`config.mk`:
```
export PLATFORM = sky130hd
export DESIGN_NAME = router_pkt_gen_flat
export DESIGN_NICKNAME = d
export VERILOG_FILES = /design/src/rtl/router_pkt_gen_if.sv /design/src/rtl/router_pkt_gen.sv /design/src/flat_wrapper.sv
export SDC_FILE = /design/constraint.sdc
export NUM_CORES = 1
export LEC_CHECK = 0
export CELL_PAD_IN_SITES_DETAIL_PLACEMENT = 2
export CELL_PAD_IN_SITES_GLOBAL_PLACEMENT = 2
export CORE_MARGIN = 5
export CORE_UTILIZATION = 37
export CTS_BUF_LIST = sky130_fd_sc_hd__clkbuf_8 sky130_fd_sc_hd__clkbuf_16
export DETAILED_ROUTE_END_ITERATION = 7
export MAX_ROUTING_LAYER = met4
export PLACE_DENSITY = 0.84
export SLEW_MARGIN = 10
export SYNTH_ARGS = -nofsm -noshare
export SYNTH_HDL_FRONTEND = slang
export SYNTH_SLANG_ARGS = --single-unit
```
`constraint.sdc`:
```
create_clock -name clock -period 4.8 [get_ports clock]
set_input_delay 0.48 -clock clock [delete_from_list [all_inputs] [get_ports clock]]
set_output_delay 0.48 -clock clock [all_outputs]
set_load 0.01 [all_outputs]
```
`src/rtl/router_pkt_gen_if.sv`:
```
// Handshake and bus bundle between the packet generator and its controller/router.
// master: packet generator side (takes requests and busy, drives bytes and status).
// slave : controller/router side (drives requests and busy, observes bytes and status).
interface router_pkt_gen_if #(
    parameter int unsigned DATA_WIDTH = 8,
    parameter int unsigned ADDR_WIDTH = 2,
    parameter int unsigned CNT_WIDTH  = 16
);
    logic                             start;
    logic [ADDR_WIDTH-1:0]            dest_addr;
    logic [DATA_WIDTH-ADDR_WIDTH-1:0] payload_len;
    logic [1:0]                       mode;
    logic [DATA_WIDTH-1:0]            seed;
    logic                             corrupt_parity;
    logic                             busy;
    logic                             pkt_valid;
    logic [DATA_WIDTH-1:0]            data_out;
    logic                             ready;
    logic                             done;
    logic                             err_addr;
    logic [CNT_WIDTH-1:0]             pkt_count;

    modport master (
        input  start, dest_addr, payload_len, mode, seed, corrupt_parity, busy,
        output pkt_valid, data_out, ready, done, err_addr, pkt_count
    );

    modport slave (
        output start, dest_addr, payload_len, mode, seed, corrupt_parity, busy,
        input  pkt_valid, data_out, ready, done, err_addr, pkt_count
    );
endinterface

```
`src/rtl/router_pkt_gen.sv`:
```
// Packet source for the 1xN router: per accepted start emits a header
// {payload_len, dest_addr}, payload_len payload bytes and one parity byte,
// honouring busy back-pressure and a minimum inter-packet gap.
// Ports: clock, reset (async, active-high); bus (master modport) carries
// start/dest_addr/payload_len/mode/seed/corrupt_parity/busy in and
// pkt_valid/data_out/ready/done/err_addr/pkt_count out (all registered).
module router_pkt_gen #(
    parameter int unsigned           DATA_WIDTH = 8,
    parameter int unsigned           ADDR_WIDTH = 2,
    parameter int unsigned           NUM_DEST   = 3,
    parameter int unsigned           GAP_CYCLES = 2,
    parameter logic [DATA_WIDTH-1:0] LFSR_TAPS  = DATA_WIDTH'(8'hB8),
    parameter int unsigned           CNT_WIDTH  = 16
) (
    input logic             clock,
    input logic             reset,
    router_pkt_gen_if.master bus
);
    localparam int unsigned LEN_W = DATA_WIDTH - ADDR_WIDTH;
    localparam int unsigned GAP_W = (GAP_CYCLES > 1) ? $clog2(GAP_CYCLES) : 1;

    typedef enum logic [2:0] {
        IDLE,
        HEADER,
        PAYLOAD,
        PARITY,
        GAP
    } state_t;

    state_t                state;
    logic [LEN_W-1:0]      len_q;
    logic [LEN_W-1:0]      idx;
    logic [1:0]            mode_q;
    logic [DATA_WIDTH-1:0] first_q;
    logic                  corrupt_q;
    logic [DATA_WIDTH-1:0] parity;
    logic [GAP_W-1:0]      gap_cnt;
    logic [DATA_WIDTH-1:0] corrupt_mask;

    assign corrupt_mask = {{(DATA_WIDTH-1){1'b0}}, corrupt_q};

    // Payload successor: increment, Galois LFSR step, or hold (mode 3 behaves as 2).
    function automatic logic [DATA_WIDTH-1:0] next_byte(input logic [DATA_WIDTH-1:0] x,
                                                        input logic [1:0]            m);
        logic [DATA_WIDTH-1:0] r;
        case (m)
            2'd0:    r = x + DATA_WIDTH'(1);
            2'd1:    r = (x >> 1) ^ (x[0] ? LFSR_TAPS : '0);
            default: r = x;
        endcase
        return r;
    endfunction

    // Packet sequencer; every output is a register updated here.
    always_ff @(posedge clock or posedge reset) begin
        if (reset) begin
            state         <= IDLE;
            len_q         <= '0;
            idx           <= '0;
            mode_q        <= '0;
            first_q       <= '0;
            corrupt_q     <= 1'b0;
            parity        <= '0;
            gap_cnt       <= '0;
            bus.pkt_valid <= 1'b0;
            bus.data_out  <= '0;
            bus.ready     <= 1'b1;
            bus.done      <= 1'b0;
            bus.err_addr  <= 1'b0;
            bus.pkt_count <= '0;
        end else begin
            bus.done     <= 1'b0;
            bus.err_addr <= 1'b0;
            case (state)
                IDLE: begin
                    if (bus.start && bus.ready) begin
                        if (32'(bus.dest_addr) < NUM_DEST) begin
                            len_q     <= bus.payload_len;
                            mode_q    <= bus.mode;
                            corrupt_q <= bus.corrupt_parity;
                            // An all-zero LFSR state would lock up, so seed 0 starts at 1.
                            first_q   <= (bus.mode == 2'd1 && bus.seed == '0)
                                         ? DATA_WIDTH'(1) : bus.seed;
                            parity        <= '0;
                            bus.data_out  <= {bus.payload_len, bus.dest_addr};
                            bus.pkt_valid <= 1'b1;
                            bus.ready     <= 1'b0;
                            state         <= HEADER;
                        end else begin
                            bus.err_addr <= 1'b1;
                        end
                    end
                end
                HEADER: begin
                    if (!bus.busy) begin
                        parity <= bus.data_out;
                        if (len_q == '0) begin
                            bus.data_out  <= bus.data_out ^ corrupt_mask;
                            bus.pkt_valid <= 1'b0;
                            state         <= PARITY;
                        end else begin
                            bus.data_out <= first_q;
                            idx          <= '0;
                            state        <= PAYLOAD;
                        end
                    end
                end
                PAYLOAD: begin
                    if (!bus.busy) begin
                        parity <= parity ^ bus.data_out;
                        if (idx == len_q - LEN_W'(1)) begin
                            // Parity byte folds in the byte being accepted right now.
                            bus.data_out  <= parity ^ bus.data_out ^ corrupt_mask;
                            bus.pkt_valid <= 1'b0;
                            state         <= PARITY;
                        end else begin
                            idx          <= idx + LEN_W'(1);
                            bus.data_out <= next_byte(bus.data_out, mode_q);
                        end
                    end
                end
                PARITY: begin
                    if (!bus.busy) begin
                        bus.done      <= 1'b1;
                        bus.pkt_count <= bus.pkt_count + CNT_WIDTH'(1);
                        bus.data_out  <= '0;
                        gap_cnt       <= '0;
                        if (GAP_CYCLES == 0) begin
                            bus.ready <= 1'b1;
                            state     <= IDLE;
                        end else begin
                            state <= GAP;
                        end
                    end
                end
                GAP: begin
                    if (gap_cnt == GAP_W'(GAP_CYCLES - 1)) begin
                        bus.ready <= 1'b1;
                        state     <= IDLE;
                    end else begin
                        gap_cnt <= gap_cnt + GAP_W'(1);
                    end
                end
                default: state <= IDLE;
            endcase
        end
    end
endmodule

```
`src/flat_wrapper.sv`:
```
// flat-port wrapper written by rule: the top's interface ports become plain ports
module router_pkt_gen_flat 
#(
    parameter int unsigned           DATA_WIDTH = 8,
    parameter int unsigned           ADDR_WIDTH = 2,
    parameter int unsigned           NUM_DEST   = 3,
    parameter int unsigned           GAP_CYCLES = 2,
    parameter logic [DATA_WIDTH-1:0] LFSR_TAPS  = DATA_WIDTH'(8'hB8),
    parameter int unsigned           CNT_WIDTH  = 16
)
  (clock, reset, bus_start, bus_dest_addr, bus_payload_len, bus_mode, bus_seed, bus_corrupt_parity, bus_busy, bus_pkt_valid, bus_data_out, bus_ready, bus_done, bus_err_addr, bus_pkt_count);
  router_pkt_gen_if #(.DATA_WIDTH(DATA_WIDTH), .ADDR_WIDTH(ADDR_WIDTH), .CNT_WIDTH(CNT_WIDTH)) bus_i ();
  input logic clock;
  input logic reset;
  input wire logic [$bits(bus_i.start)-1:0] bus_start;
  input wire logic [$bits(bus_i.dest_addr)-1:0] bus_dest_addr;
  input wire logic [$bits(bus_i.payload_len)-1:0] bus_payload_len;
  input wire logic [$bits(bus_i.mode)-1:0] bus_mode;
  input wire logic [$bits(bus_i.seed)-1:0] bus_seed;
  input wire logic [$bits(bus_i.corrupt_parity)-1:0] bus_corrupt_parity;
  input wire logic [$bits(bus_i.busy)-1:0] bus_busy;
  output wire logic [$bits(bus_i.pkt_valid)-1:0] bus_pkt_valid;
  output wire logic [$bits(bus_i.data_out)-1:0] bus_data_out;
  output wire logic [$bits(bus_i.ready)-1:0] bus_ready;
  output wire logic [$bits(bus_i.done)-1:0] bus_done;
  output wire logic [$bits(bus_i.err_addr)-1:0] bus_err_addr;
  output wire logic [$bits(bus_i.pkt_count)-1:0] bus_pkt_count;
  assign bus_i.start = bus_start;
  assign bus_i.dest_addr = bus_dest_addr;
  assign bus_i.payload_len = bus_payload_len;
  assign bus_i.mode = bus_mode;
  assign bus_i.seed = bus_seed;
  assign bus_i.corrupt_parity = bus_corrupt_parity;
  assign bus_i.busy = bus_busy;
  assign bus_pkt_valid = bus_i.pkt_valid;
  assign bus_data_out = bus_i.data_out;
  assign bus_ready = bus_i.ready;
  assign bus_done = bus_i.done;
  assign bus_err_addr = bus_i.err_addr;
  assign bus_pkt_count = bus_i.pkt_count;
  router_pkt_gen #(.DATA_WIDTH(DATA_WIDTH), .ADDR_WIDTH(ADDR_WIDTH), .NUM_DEST(NUM_DEST), .GAP_CYCLES(GAP_CYCLES), .LFSR_TAPS(LFSR_TAPS), .CNT_WIDTH(CNT_WIDTH)) u_core (.clock(clock), .reset(reset), .bus(bus_i));
endmodule
```
=== Yosys cells after proc, flatten, opt, wreduce, memory -nomap -nowiden ===
Cells that the tools add are included.

* Register bits: 63
* Input bits: 23
* Output and inout bits: 28
* Logic and storage cells: 112

* Add/subtract/negate cells: 5
* Order comparisons: 1
* Eq/ne operators: 18
* Mux-type cells: 49
* Bitwise gates (word level): 5
* Reduce and logical (&&, ||, !) cells: 20

{| class="wikitable"
|+ Operators with widths
! kind !! number
|-
| $mux W8 || 13
|-
| $pmux W8 S4 || 1
|-
| $mux W6 || 4
|-
| $pmux W8 S3 || 1
|-
| $mux W3 || 7
|-
| $reduce_and A7 Y1 || 3
|-
| $mux W1 || 17
|-
| $add A16 B1 Y16 const B || 1
|-
| $pmux W8 S2 || 1
|-
| $xor A8 B1 Y8 || 2
|-
| $pmux W3 S5 || 1
|-
| $pmux W6 S2 || 1
|-
| $ne A2 B1 Y1 const B || 5
|-
| $ne A2 B2 Y1 const B || 5
|-
| $reduce_and A5 Y1 || 2
|-
| $add A8 B1 Y8 const B || 1
|-
| $logic_not A8 Y1 || 1
|-
| $xor A7 B8 Y8 || 1
|-
| $xor A8 B8 Y8 || 1
|-
| $add A6 B1 Y6 const B || 1
|-
| $eq A3 B2 Y1 const B || 2
|-
| $eq A6 B6 Y1 || 1
|-
| $logic_not A6 Y1 || 1
|-
| $reduce_bool A2 Y1 || 3
|-
| 18 further kinds || 22
|}

=== Longest topological paths before layout ===
Gate-level depths: netlist (run 1).

* Depth after elaboration: 6
* Depth in mapped cells: 11
* Mapped depth without buffers: 8

=== Least setup slack after synthesis (run 1) ===
OpenSTA, ideal clock, no wires.

* Path kind: reg-to-reg
* Start point: reg u_core.len_q[0]
* End point: reg u_core.bus.data_out[1]
* Setup time: 0.092 ns
* Arrival: 2.132 ns
* Required time: 4.708 ns
* Path slack: 2.576 ns
* Stages on the path, launching flop included: 11
* Path buffers: 2
* Clock period less this slack: 2.224 ns
* Cells stage by stage: dfrtp_1 inv_1 ha_1 xnor2_1 nor2_1 o2111a_1 buf_6 a21oi_4 or2_1 buf_6 o31ai_2

* Word-level cells in the longest chain between the ends: 5
* Elaborated cells on any way between the ends: 10
* Those cells by class: 1 x add/sub; 2 x eq/ne; 5 x mux; 2 x reduce/logical

{| class="wikitable"
|+ RTL lines
! item !! line !! RTL
|-
| start, declared || router_pkt_gen.sv:31 || <nowiki>logic [LEN_W-1:0] len_q;</nowiki>
|-
| start signal, assigned || router_pkt_gen.sv:78 || <nowiki>len_q <= bus.payload_len;</nowiki>
|-
| $sub A6 B1 Y6 || router_pkt_gen.sv:111 || <nowiki>if (idx == len_q - LEN_W'(1)) begin</nowiki>
|-
| $eq A6 B6 Y1 || router_pkt_gen.sv:111 ||
|-
| $mux W8 || router_pkt_gen.sv:111 ||
|-
| $mux W8 || router_pkt_gen.sv:109 || <nowiki>if (!bus.busy) begin</nowiki>
|-
| $pmux W8 S4 || router_pkt_gen.sv:74 || <nowiki>case (state)</nowiki>
|-
| end signal, assigned || router_pkt_gen.sv:85 || <nowiki>bus.data_out <= {bus.payload_len, bus.dest_addr};</nowiki>
|-
| end signal, assigned || router_pkt_gen.sv:113 || <nowiki>bus.data_out <= parity ^ bus.data_out ^ corrupt_mask;</nowiki>
|-
| end signal, assigned || router_pkt_gen.sv:118 || <nowiki>bus.data_out <= next_byte(bus.data_out, mode_q);</nowiki>
|-
| end, declared || router_pkt_gen_if.sv:25 || <nowiki>output pkt_valid, data_out, ready, done, err_addr, pkt_count</nowiki>
|}

Several ways; a longest one is shown, not always the timed one. The select of a mux whose other input is x is not followed.
A chain may end at the register's enable or synchronous reset.

=== Worst setup path after layout (run 1) ===
Same ends and word-level chain as after synthesis.

==> impl_metrics.csv, run 1 <==
group,metric,value,unit
outcome,status,"complete, no violations",
yosys,synth_area_leaders,"dfrtp_1, xnor2_1, mux2_2, o21ai_0, xor2_1",
critical_path,reg2reg_depth,8,
floorplanning,die_x,110,um
route,via_count,3181,
route,vias_per_cell,5.71,
critical_path,path_max_fanout,10,
timing,hold_viol,0,
yosys,syn_avg_cell_area,9.73,um2
timing,setup_viol,0,
yosys,synthMuxAreaShare,5.67,%
final_layout,stdcell_area,0.00450,mm2
clock_tree,cts_tree,"built",
timing,rsz0062_at_grt,"no",
critical_path,reg2reg_from,"u_core.len_q[0]$_DFFE_PP0P_",
timing,maxSlewViolCount,0,
floorplanning,rows,36,
timing,period_share,61.5,%
timing,slew_headroom,30.4,%
yosys,async_flop_share,100,%
clock_tree,cts_sinks,63,
grt,grt_overflow_total,0,
critical_path,worstSetupPathType,"flop to flop",
place,dpl_cell_area,0.00429,mm2
yosys,synth_xor_area_share,8.93,%
grt,grt_max_degree,46,
timing,tns,0,ns
power_and_ir_drop,power.density,250,mW/mm2
clock_tree,numCtsBuffers,9,
power_and_ir_drop,clockPowerShare,45.8,%
grt,grt_pass1_vias,3394,
floorplanning,die_area,0.0122,mm2
grt,grt.total_usage,21.3,%
route,wl,11800,um
critical_path,cp-start-kind,"flop",
grt,antenna_found_initial,0,
yosys,synth_compound_area_share,20.6,%
floorplanning,core_area,0.00982,mm2
final_layout,layout-drive-gt1-share,13.7,%
place,port_buffers,50,
route,ant_nets,0,
power_and_ir_drop,swShare,24.1,%
clock_tree,clkLatencyLatePin,0.36,ns
yosys,ys_seq_area_share,42.3,%
critical_path,r2r_end,"u_core.bus.data_out[1]$_DFFE_PP0P_",
yosys,synth_cell_type_count,63,
final_layout,num_antenna_cells,0,
power_and_ir_drop,internal_power,854,uW
power_and_ir_drop,p_switching,271,uW
floorplanning,initial_core_util,38.0,%
clock_tree,cts_max_level,3,
grt,grt_pass1_wl,18900,um
hold_path,hold_class,"input pin to asynchronous set/reset pin",
clock_tree,ctsResizeCount,0,
yosys,yosysTopAreaCell,"dfrtp_1",
yosys,synth_seq_cells,63,
yosys,synth_fa_ha_area_share,1.68,%
final_layout,nets,447,
clock_tree,clk_pin_slew_worst_paths,0.08,ns
final_layout,post-route-util,45.8,%
critical_path,arrival,3.22,ns
yosys,synth_edf_count,0,
run,maxCapViolCount,0,
critical_path,end_kind,"flop",
place,dp_hpwl,8320,um
route,remaining_drc_errors,0,
floorplanning,io_pins,51,
yosys,syn_nets,411,
timing,fmax,339,MHz
place,routabilityCongestion,0.834,
timing,fin_skew,0.00813,ns
clock_tree,cts_hold_buffers,0,
place,post-place-ws,1.69,ns
route,avgRoutedWirePerCell,21.2,um
floorplanning,fp.dieH,110,um
timing,min_period,2.95,ns
yosys,yosysTopAreaCellShare,41.6,%
timing,holdWs,0.422,ns
clock_tree,post_cts_buffers,0,
timing,layout_setup_ws,1.85,ns
timing,tightest_slew,1.03,ns
route,drt_iter0_markers,101,
final_layout,syn2layout_area_growth,20.7,%
yosys,yosys.area_share.simple,16.6,%
yosys,yosys_warnings,0,
critical_path,worst-r2r-setup-slack,1.85,ns
power_and_ir_drop,total_leakage_power,0.00188,uW
power_and_ir_drop,power.share.sequential,48.4,%
power_and_ir_drop,p_comb_share,5.8,%
yosys,synth_area,0.00373,mm2
yosys,synth_flop_cell,"dfrtp_1",
route,drt-pass1-iter-count,4,
yosys,synth_top_family_by_area,"compound AO/OA/AOI/OAI gates",
power_and_ir_drop,ir_drop,0.137,mV
clock_tree,clk_path_buf_depth,2,
clock_tree,cts-root-buf,"clkbuf_8",
critical_path,critPathRequiredTime,5.07,ns
yosys,synth_cells,383,
[worst max path at each step]
stage	startpoint	endpoint	slack, ns	cells after the start
global placement	bus_busy	u_core.bus.pkt_count[15]$_DFFE_PP0P_	1.81	7
floorplan	u_core.len_q[0]$_DFFE_PP0P_	u_core.bus.data_out[1]$_DFFE_PP0P_	2.58	10
CTS	u_core.len_q[0]$_DFFE_PP0P_	u_core.bus.data_out[6]$_DFFE_PP0P_	1.85	8
detailed placement	bus_busy	u_core.bus.pkt_count[12]$_DFFE_PP0P_	1.69	7
finish	u_core.len_q[0]$_DFFE_PP0P_	u_core.bus.data_out[1]$_DFFE_PP0P_	1.85	8
global route	u_core.state[0]$_DFFE_PP0P_	u_core.bus.pkt_count[15]$_DFFE_PP0P_	1.61	6
[kinds of logic after synthesis]
logic type | count (synthesis)
simple gates | 115
compound gates | 107
flops | 63
xor+xnor | 38
buf+inv | 36
mux | 19
fa+ha+maj | 5
[through the flow]
step | power (uW) | cells
finish | 1120 | 557
CTS | 1140 | 557
floorplan | 579 | 383
detailed placement | 620 | 541
global route | 1160 | 557
global placement | 617 | 541
[cell type report]
type	instances	area, um2
Timing Repair Buffer	52	515
Tap cell	133	166
Multi-Input combinational cell	284	1990
Sequential cell	63	1580
Inverter	9	33.8
Fill cell	1087	5320
Clock buffer	9	124
Clock inverter	7	88.8
[worst max-delay path, cell delays in order, from the launching register on]
cell and delay, ns:
dfrtp_1 0.48, inv_1 0.12, ha_1 0.20, inv_1 0.08, o31ai_1 0.47, o2111a_1 0.60
a21oi_4 0.19, or2_1 0.41, o31ai_2 0.30
[placed cells by master (no fill, tap or decap), drive strengths merged, types with 4 or more instances in the layout]
master         Yosys  final
a211oi             4      4
a21oi             22     22
a31oi              4      4
a32o               9      9
clkbuf            14      9
clkdlybuf4s50      0     50
dfrtp             62     62
ha                 5      5
inv                9     10
mux2              17     17
nand2             28     28
nand3             10     10
nand4              6      6
nor2              31     31
nor2b              4      4
nor3               7      7
nor4               4      4
o211ai             4      4
o21ai             36     36
o31ai              9      9
or2                4      4
or3                6      6
xnor2             25     25
xor2              13     13
[flip-flops by register name (all words and copies together) (netlist names)]
register              count
u_core.bus.data_out       8
u_core.first_q            8
u_core.corrupt_q          1
u_core.parity             8
u_core.len_q              6
u_core.bus.err_addr       1
u_core.bus.pkt_valid      1
u_core.bus.ready          1
u_core.gap_cnt            1
u_core.mode_q             2
u_core.bus.pkt_count     16
u_core.state              3
u_core.idx                6
u_core.bus.done           1
[synth_stat cells (6+ instances only)]
master / number
nor3_1: 6
o31ai_2: 6
nand2_1: 28
inv_1: 9
clkbuf_1: 14
o21ai_0: 35
nor2_1: 30
xor2_1: 13
xnor2_1: 25
a32o_1: 9
dfrtp_1: 62
mux2_2: 17
nand4_1: 6
buf_1: 6
a21oi_1: 20
nand3_1: 9
[power groups by stage]
stage                     Clock, uW  Sequential [uW]  Combinational [uW]
after global routing            545              545                71.4
after floorplan                   0              547                32.1
after global placement            0              554                62.6
after CTS                       526              544                66.7
after detailed placement          0              555                65.8
final                           516              544                64.8
[metal layers]
layer	share of wire, %	wire [um]	track usage, %
met2	50	5940	34.4
met4	2.4	279	8.62
met1	44	5250	26.9
met5	0	0	-
met3	3.0	353	3.15
(Power assumes the default switching activity.)
==> run 2: changes to the inputs <==
--- a/config.mk
+++ b/config.mk
@@ -8,11 +8,11 @@
 export CELL_PAD_IN_SITES_DETAIL_PLACEMENT = 2
 export CELL_PAD_IN_SITES_GLOBAL_PLACEMENT = 2
 export CORE_MARGIN = 5
-export CORE_UTILIZATION = 37
+export CORE_UTILIZATION = 35
 export CTS_BUF_LIST = sky130_fd_sc_hd__clkbuf_8 sky130_fd_sc_hd__clkbuf_16
 export DETAILED_ROUTE_END_ITERATION = 7
 export MAX_ROUTING_LAYER = met4
-export PLACE_DENSITY = 0.84
+export PLACE_DENSITY = 0.8
 export SLEW_MARGIN = 10
 export SYNTH_ARGS = -nofsm -noshare
 export SYNTH_HDL_FRONTEND = slang
==> constraint.sdc (replaced) <==
create_clock -name clock -period 2.9 [get_ports clock]
set_input_delay 0.29 -clock clock [delete_from_list [all_inputs] [get_ports clock]]
set_output_delay 0.29 -clock clock [all_outputs]
set_load 0.01 [all_outputs]
==> impl_metrics.csv, run 2 (synthesis gave the netlist of run 1 again) <==
group,metric,value,unit
outcome,status,"complete, no violations",
route,drt-pass1-iter-count,4,
critical_path,path_max_fanout,7,
place,dpl_cell_area,0.00435,mm2
place,port_buffers,50,
clock_tree,clk_path_buf_depth,2,
final_layout,fin_cells,566,
final_layout,layout-drive-gt1-share,14.7,%
grt,grt_max_degree,64,
grt,grt_pass1_wl,19500,um
timing,tns,0,ns
floorplanning,initial_core_util,35.9,%
hold_path,hold_class,"input pin to asynchronous set/reset pin",
floorplanning,die_area,0.0128,mm2
timing,min_period,2.62,ns
place,routabilityCongestion,0.927,
clock_tree,cts-root-buf,"clkbuf_8",
route,ant_nets,0,
final_layout,top_register,"u_core.bus.pkt_count",
floorplanning,core_area,0.0104,mm2
critical_path,critical_path.cell_chain,"inv_1, ha_1, xnor2_1, nor2_1, o2111ai_4, nor2_2, a311oi_1, o41ai_1",
timing,setup_viol,0,
clock_tree,clkLatencyLatePin,0.36,ns
critical_path,critPathRequiredTime,3.11,ns
timing,slew_headroom,52.6,%
power_and_ir_drop,power.density,392,mW/mm2
final_layout,post-route-util,43.8,%
final_layout,stdcell_area,0.00454,mm2
route,dr_wl_met3,317,um
timing,fin_skew,0.0100,ns
grt,grt_overflow_total,0,
route,remaining_drc_errors,0,
final_layout,final_common_cell,"dfrtp_1",
clock_tree,numCtsBuffers,9,
critical_path,slowest_delay,0.51,ns
clock_tree,clk_pin_slew_worst_paths,0.08,ns
critical_path,worstSetupPathType,"flop to flop",
timing,rsz0062_at_grt,"no",
clock_tree,cts_tree,"built",
final_layout,syn2layout_area_growth,21.8,%
run,maxCapViolCount,0,
critical_path,arrival,2.83,ns
timing,fmax,382,MHz
place,dp_hpwl,8370,um
route,drt_iter0_markers,98,
timing,maxSlewViolCount,0,
grt,antenna_found_initial,0,
floorplanning,rows,37,
critical_path,cp-start-kind,"flop",
power_and_ir_drop,ir_drop,0.170,mV
timing,tightest_slew,0.706,ns
critical_path,end_kind,"flop",
floorplanning,die_x,113,um
timing,hold_viol,0,
grt,grt_pass1_vias,3531,
final_layout,layout_common_cells,"dfrtp_1, clkdlybuf4s50_1, o21ai_0",
power_and_ir_drop,total_leakage_power,0.00190,uW
route,maxUsedRoutingLayer,"met4",
clock_tree,cts_max_level,3,
grt,grt.total_usage,19.7,%
clock_tree,cts_sinks,63,
route,wl_met2,5810,um
route,vias_per_cell,5.59,
clock_tree,post_cts_buffers,0,
floorplanning,fp.dieH,113,um
place,dp_cells,550,
critical_path,cpMaxStageDelayCell,"dfrtp_1",
route,avgRoutedWirePerCell,20.8,um
power_and_ir_drop,total_power,1780,uW
route,wirelength_met1,5390,um
timing,period_share,90.3,%
final_layout,nets,453,
final_layout,num_antenna_cells,0,
final_layout,largest_reg_flops,16,
route,via_count,3166,
floorplanning,io_pins,51,
route,wl,11800,um
## run 2: cell count changes in the layout (fill, tap and decap cells not counted), sizes merged
cell	previous run	this run
clkbuf	9	10
clkinvlp	2	1
clkinv	2	1
inv	10	12
bufinv	2	1
buf	2	8
## run 2: layout make-up
type,count,area (um2)
clock buffer,10,138
timing repair buffer,58,573
fill,1131,5830
multi-input combinational,284,1990
inverter,9,33.8
tap,136,170
clock inverter,6,53.8
sequential,63,1580
## run 2: report_power, final
part / leakage, uW / internal, uW / switching (uW)
logic: 0.000926 / 55.7 / 55.7
registers: 0.000864 / 883 / 15.8
clock network: 0.000106 / 410 / 361
## run 2: metrics by stage
stage	setup WS, ns	hold slack, ns
global route	0.111	0.364
finish	0.281	0.321
global placement	0.362	0.466
CTS	0.143	0.351
detailed placement	0.173	0.493
floorplan	0.676	0.432
## run 2: worst max-delay path: cells and delay by family, from the launching register on
kind	cells	cell delay (ns)
buf+inv	1	0.12
simple gates	2	0.54
fa+ha+maj	1	0.32
flops	1	0.51
compound gates	3	0.84
xor+xnor	1	0.13
## run 2: metal layers
layer	GRT usage (%)	up-vias
met1	25.1	1631
met4	6.89	0
met2	32.1	57
li1	-	1462
met5	-	-
met3	2.73	16
## run 2: timing repair
action	CTS	global route
hold buffers	0	0
setup endpoints to repair	0	6
resized for setup	0	1
## run 2: path summary, 6_finish.rpt
kind,start,end,slack (ns),cells past startpoint
min in group clock,u_core.bus.pkt_count[12]$_DFFE_PP0P_,u_core.bus.pkt_count[12]$_DFFE_PP0P_,0.50,1
worst min-delay path,reset,u_core.idx[3]$_DFFE_PP0P_,0.32,3
worst max register to register,u_core.len_q[0]$_DFFE_PP0P_,u_core.bus.data_out[0]$_DFFE_PP0P_,0.28,8
worst max-delay path,u_core.len_q[0]$_DFFE_PP0P_,u_core.bus.data_out[0]$_DFFE_PP0P_,0.28,8
max in group asynchronous,reset,u_core.bus.ready$_DFFE_PP1P_,2.25,3
worst min register to register,u_core.bus.pkt_count[12]$_DFFE_PP0P_,u_core.bus.pkt_count[12]$_DFFE_PP0P_,0.50,1
